<file path="src/rtl/prach_hb5_ctrl.sv">
// Phase sequencer ahead of the PRACH HB5 half-band decimator: buffers even-phase
// samples per channel and emits even/odd polyphase pairs as a 2:1 TDM stream.
module prach_hb5_ctrl #(
  parameter int NUM_CHANNEL = 48,
  parameter int DW          = 16
) (
  input  logic          clk,
  input  logic          rst_n,
  input  logic [DW-1:0] s_dq,
  input  logic          s_dv,
  input  logic [7:0]    s_chn,
  input  logic          s_sync,
  output logic [DW-1:0] m_dp1,
  output logic [DW-1:0] m_dp2,
  output logic          m_dv,
  output logic [7:0]    m_chn,
  output logic          m_sync,
  output logic          err_seq,
  input  logic          clr_err,
  output logic          locked
);

  localparam int         AW       = (NUM_CHANNEL > 1) ? $clog2(NUM_CHANNEL) : 1;
  localparam logic [7:0] LAST_CHN = 8'(NUM_CHANNEL - 1);

  typedef enum logic [1:0] {
    HUNT = 2'd0,
    EVEN = 2'd1,
    ODD  = 2'd2
  } state_t;

  state_t        state_q, state_d;
  logic [7:0]    exp_chn_q, exp_chn_d;
  logic          sync_arm_q, sync_arm_d;
  logic          err_q, err_d;
  logic          locked_q, locked_d;

  // Stage 1: beat registered alongside the buffer read
  logic          p_dv_q, p_dv_d;
  logic          p_sync_q, p_sync_d;
  logic [DW-1:0] p_dq_q, p_dq_d;
  logic [7:0]    p_chn_q, p_chn_d;
  logic [DW-1:0] rd_data_q;

  // Stage 2: output register
  logic          m_dv_q, m_dv_d;
  logic          m_sync_q, m_sync_d;
  logic [DW-1:0] m_dp1_q, m_dp1_d;
  logic [DW-1:0] m_dp2_q, m_dp2_d;
  logic [7:0]    m_chn_q, m_chn_d;

  logic          wr_en;
  logic          rd_en;
  logic          new_err;
  logic          sync_hit;
  logic          chn_last;
  logic [7:0]    chn_next;
  logic [AW-1:0] buf_addr;

  logic [DW-1:0] sample_buf [NUM_CHANNEL];

  assign sync_hit = s_dv && s_sync && (s_chn == 8'd0);
  assign chn_last = (s_chn == LAST_CHN);
  assign chn_next = chn_last ? 8'd0 : s_chn + 8'd1;
  assign buf_addr = s_chn[AW-1:0];

  // NOTE: every signal written here gets a default first so no latch is inferred.
  always_comb begin
    state_d    = state_q;
    exp_chn_d  = exp_chn_q;
    sync_arm_d = sync_arm_q;
    wr_en      = 1'b0;
    rd_en      = 1'b0;
    new_err    = 1'b0;
    p_dv_d     = 1'b0;
    p_sync_d   = 1'b0;
    p_dq_d     = s_dq;
    p_chn_d    = s_chn;

    if (sync_hit) begin
      // A sync on channel 0 always restarts alignment as an even-phase beat.
      wr_en      = 1'b1;
      sync_arm_d = 1'b1;
      exp_chn_d  = chn_next;
      state_d    = chn_last ? ODD : EVEN;
    end else if (s_dv && (state_q != HUNT)) begin
      if (s_sync || (s_chn != exp_chn_q)) begin
        new_err   = 1'b1;
        exp_chn_d = 8'd0;
        state_d   = HUNT;
      end else if (state_q == EVEN) begin
        wr_en     = 1'b1;
        exp_chn_d = chn_next;
        if (chn_last) state_d = ODD;
      end else begin
        rd_en     = 1'b1;
        p_dv_d    = 1'b1;
        exp_chn_d = chn_next;
        if ((s_chn == 8'd0) && sync_arm_q) begin
          p_sync_d   = 1'b1;
          sync_arm_d = 1'b0;
        end
        if (chn_last) state_d = EVEN;
      end
    end

    // A new error wins over a coincident clear.
    err_d    = (err_q && !clr_err) || new_err;
    locked_d = (state_d != HUNT);

    m_dv_d   = p_dv_q;
    m_sync_d = p_dv_q && p_sync_q;
    m_dp1_d  = m_dp1_q;
    m_dp2_d  = m_dp2_q;
    m_chn_d  = m_chn_q;
    if (p_dv_q) begin
      m_dp1_d = rd_data_q;
      m_dp2_d = p_dq_q;
      m_chn_d = p_chn_q;
    end
  end

  // NOTE: sequential state uses non-blocking assignments only.
  always_ff @(posedge clk or negedge rst_n) begin
    if (!rst_n) begin
      state_q    <= HUNT;
      exp_chn_q  <= 8'd0;
      sync_arm_q <= 1'b0;
      err_q      <= 1'b0;
      locked_q   <= 1'b0;
      p_dv_q     <= 1'b0;
      p_sync_q   <= 1'b0;
      p_dq_q     <= '0;
      p_chn_q    <= 8'd0;
      m_dv_q     <= 1'b0;
      m_sync_q   <= 1'b0;
      m_dp1_q    <= '0;
      m_dp2_q    <= '0;
      m_chn_q    <= 8'd0;
    end else begin
      state_q    <= state_d;
      exp_chn_q  <= exp_chn_d;
      sync_arm_q <= sync_arm_d;
      err_q      <= err_d;
      locked_q   <= locked_d;
      p_dv_q     <= p_dv_d;
      p_sync_q   <= p_sync_d;
      p_dq_q     <= p_dq_d;
      p_chn_q    <= p_chn_d;
      m_dv_q     <= m_dv_d;
      m_sync_q   <= m_sync_d;
      m_dp1_q    <= m_dp1_d;
      m_dp2_q    <= m_dp2_d;
      m_chn_q    <= m_chn_d;
    end
  end

  // NOTE: the sample buffer is not reset; every entry is written before it is read.
  // A write and a read never share a cycle, so a read one cycle after a write to
  // the same channel already sees the new data.
  always_ff @(posedge clk) begin
    if (wr_en) sample_buf[buf_addr] <= s_dq;
    if (rd_en) rd_data_q <= sample_buf[buf_addr];
  end

  assign m_dp1   = m_dp1_q;
  assign m_dp2   = m_dp2_q;
  assign m_dv    = m_dv_q;
  assign m_chn   = m_chn_q;
  assign m_sync  = m_sync_q;
  assign err_seq = err_q;
  assign locked  = locked_q;

endmodule

</file>
<file path="config.mk">
export PLATFORM = sky130hd
export DESIGN_NAME = prach_hb5_ctrl
export DESIGN_NICKNAME = d
export VERILOG_FILES = /design/src/rtl/prach_hb5_ctrl.sv
export SDC_FILE = /design/constraint.sdc
export NUM_CORES = 1
export LEC_CHECK = 0
export CORE_MARGIN = 5
export CORE_UTILIZATION = 55
export CTS_CLUSTER_DIAMETER = 200
export DETAILED_ROUTE_END_ITERATION = 8
export GPL_TIMING_DRIVEN = 0
export PLACE_DENSITY = 0.68
export SYNTH_ARGS = -nofsm -noshare
export SYNTH_HDL_FRONTEND = slang
export SYNTH_SLANG_ARGS = --single-unit
export TNS_END_PERCENT = 1
</file>
<file path="constraint.sdc">
create_clock -name clk -period 3.2 [get_ports clk]
set_input_delay 0.48 -clock clk [delete_from_list [all_inputs] [get_ports clk]]
set_output_delay 0.48 -clock clk [all_outputs]
set_load 0.01 [all_outputs]
</file>
==> metrics.yaml <==
status: "finished, violations left"
violations: "setup timing"
layout_commonest_cell: "edfxtp_1"
wl_um: 116000
syn_area_per_cell_um2: 17.9
required_ns: 3.63
cp_max_fo: 10
grt_use_met2_pct: 52.2
ctsRootBufferMaster: "clkbuf_16"
dp.cells: 2746
stdcell_count: 2963
fin_crit_sh_pct: 108
drc: 0
cp.arrival_ns: 3.89
grt.busiest_layer: "met2"
clk_latency_ns: 0.65
num_antenna_cells: 0
cp-end-kind: "flop"
use_met3_pct: 11.9
most-common-layout-cells: "784 x edfxtp_1, 124 x mux2_2, 112 x a221oi_1"
power_density_nw_per_um2: 601
synth_cells: 1855
synth_seq_cells: 865
gp_congestion: 0.995
hold_viol: 0
fp.dieW_um: 256
clock_path_buffers: 3
grt_pass1_vias: 20400
ys_types: 72
core_um2: 60000
async_reset_ff_share_pct: 9.36
hold_path.class: "in -> reg"
drt_iter0_markers: 3806
fin_util_pct: 66.7
netlist_area_um2: 33200
avgViaCountPerCell: 7.11
ios: 73
tightest_slew_ns: 1.42
grt_max_degree: 65
ys_warn_count: 0
p_total_mw: 24.1
cts.clk_slew.worst_paths_ns: 0.06
area_delta_synth_final_pct: 20.6
drive_above_1_share_pct: 27.2
drv_slew: 0
hpwl_um: 74500
io_buffers: 72
cts.sinks: 865
setup_viol: 22
ant_nets: 0
antenna_found_initial: 6
die_y_um: 256
cts_htree_levels: 3
via_count: 21100
max_freq_mhz: 289
grt_util_met1_pct: 45.9
startpoint_type: "input pin"
grt_overflow: 0
tns_ns: -1.44
finClkSkew_ns: 0.0244
place_ws_ns: -2.16
rows: 90
timing.final.ws_setup_ns: -0.258
relSlewSlack_pct: 4.50
grt_util_all_layers_pct: 35.1
layout_min_cycle_time_ns: 3.46
cap_violations: 0
syn_nets: 1886
p_leak_nw: 13.4
synth-edff-count: 784
worstSetupPathType: "in -> reg"
wire_per_inst_um: 39.3
nNetsFinal: 2143
max-vdd-ir-drop_uv: 487
dr.pass1.iters: 5
yosysSeqAreaShare_pct: 77.1
die-area_um2: 65300
grt_setup_unrepaired: "yes"
start_util_pct: 55.3
grt_first_pass_wirelength_um: 160000
cts_tree: "yes"
numCtsBuffers: 88
dominantRegCellSynth: "edfxtp_1"
-- flip-flops by register name, indices dropped and copies added (netlist names) --
register    flops
m_chn           8
m_sync          1
m_dv_d          1
m_dp2          16
sample_buf    768
rd_data_q      16
exp_chn_q       8
p_chn_q         8
err_seq         1
m_dp1          16
sync_arm_q      1
locked          1
p_sync_q        1
p_dq_q         16
m_dv            1
state_q         2
-- synthesized netlist by cell type, types with 11 or more instances --
cell / count / area, um2
a21oi_1: 40 / 200
a221oi_1: 117 / 1020
a22oi_1: 82 / 616
buf_1: 12 / 45.0
buf_2: 55 / 275
buf_4: 13 / 97.6
clkbuf_1: 34 / 128
dfrtp_1: 81 / 2030
edfxtp_1: 784 / 23500
mux2_2: 124 / 1400
mux2i_1: 50 / 500
mux4_2: 34 / 766
nand2_1: 65 / 244
nand3_1: 11 / 55.1
nor2_1: 85 / 319
o211ai_1: 20 / 150
o21ai_0: 41 / 205
o221ai_1: 12 / 105
o22ai_1: 31 / 194
xnor2_1: 13 / 114
-- power by group --
group          total (mW)  internal (mW)  switching [mW]
sequential           12.3           12.3         0.00621
clock                10.2           5.86            4.33
combinational        1.52          0.400            1.12
-- worst paths after layout --
| path | from | to | slack [ns] | depth (start not counted) |
|---|---|---|---|---|
| min in group asynchronous | rst_n | exp_chn_q[2] | 0.25 | 2 |
| worst max register to register | state_q[1] | sample_buf[1][0] | 0.15 | 7 |
| worst max-delay path | s_chn[3] | rd_data_q[12] | -0.26 | 7 |
| max in group asynchronous | rst_n | m_dp2[3] | 2.35 | 3 |
| worst min-delay path | s_dq[9] | p_dq_q[9] | 0.09 | 1 |
| worst min register to register | m_dv_d | m_dv | 0.37 | 0 |
-- worst max-delay path, stage by stage --
cell and delay [ns]:
clkdlybuf4s50_1 0.67, clkbuf_1 0.64, nand2_1 0.20, nor2_1 0.69, clkbuf_2 0.55, a22oi_2 0.26
nand4_1 0.37
-- metrics by stage --
step	hold slack, ns	cell area, um2
2_1_floorplan	0.184	33400
6_report	0.0934	40000
3_3_place_gp	0.358	35100
3_5_place_dp	0.365	35800
5_1_grt	0.0712	40000
4_1_cts	0.0564	39900
-- area by class of cell --
class	instances	area (um2)
Inverter	6	35.0
Timing Repair Buffer	168	2300
Sequential cell	865	25600
Multi-Input combinational cell	863	7510
Tap cell	782	978
Clock buffer	113	2360
Clock inverter	46	473
Fill cell	3974	20000
Buffer	120	808
-- cell families after synthesis --
group / count (synthesis) / synth area share [%]
AOI/OAI and AO/OA: 405 / 9.05
muxes: 209 / 8.07
and+or+nand+nor: 233 / 3.42
buffers and inverters: 127 / 1.95
xor gates and xnor gates: 14 / 0.370
adders and majority gates: 2 / 0.0754
DFF: 865 / 77.1
-- per-layer routing --
metal | share of wire [%] | up-vias
li1 | - | 8129
met1 | 34 | 10500
met2 | 44 | 1965
met3 | 15 | 413
met4 | 7.0 | 8
met5 | 0.046 | -
-- timing repair --
| item | CTS | global route |
|---|---|---|
| buffers inserted | 58 | 0 |
| hold buffers | 1 | 0 |
| pin swaps | 35 | 11 |
| endpoints found under the hold margin | 17 | 0 |
| gates resized for setup | 85 | 85 |
| setup endpoints to repair | 776 | 615 |
Note: power is estimated with default switching activity, not from simulation.
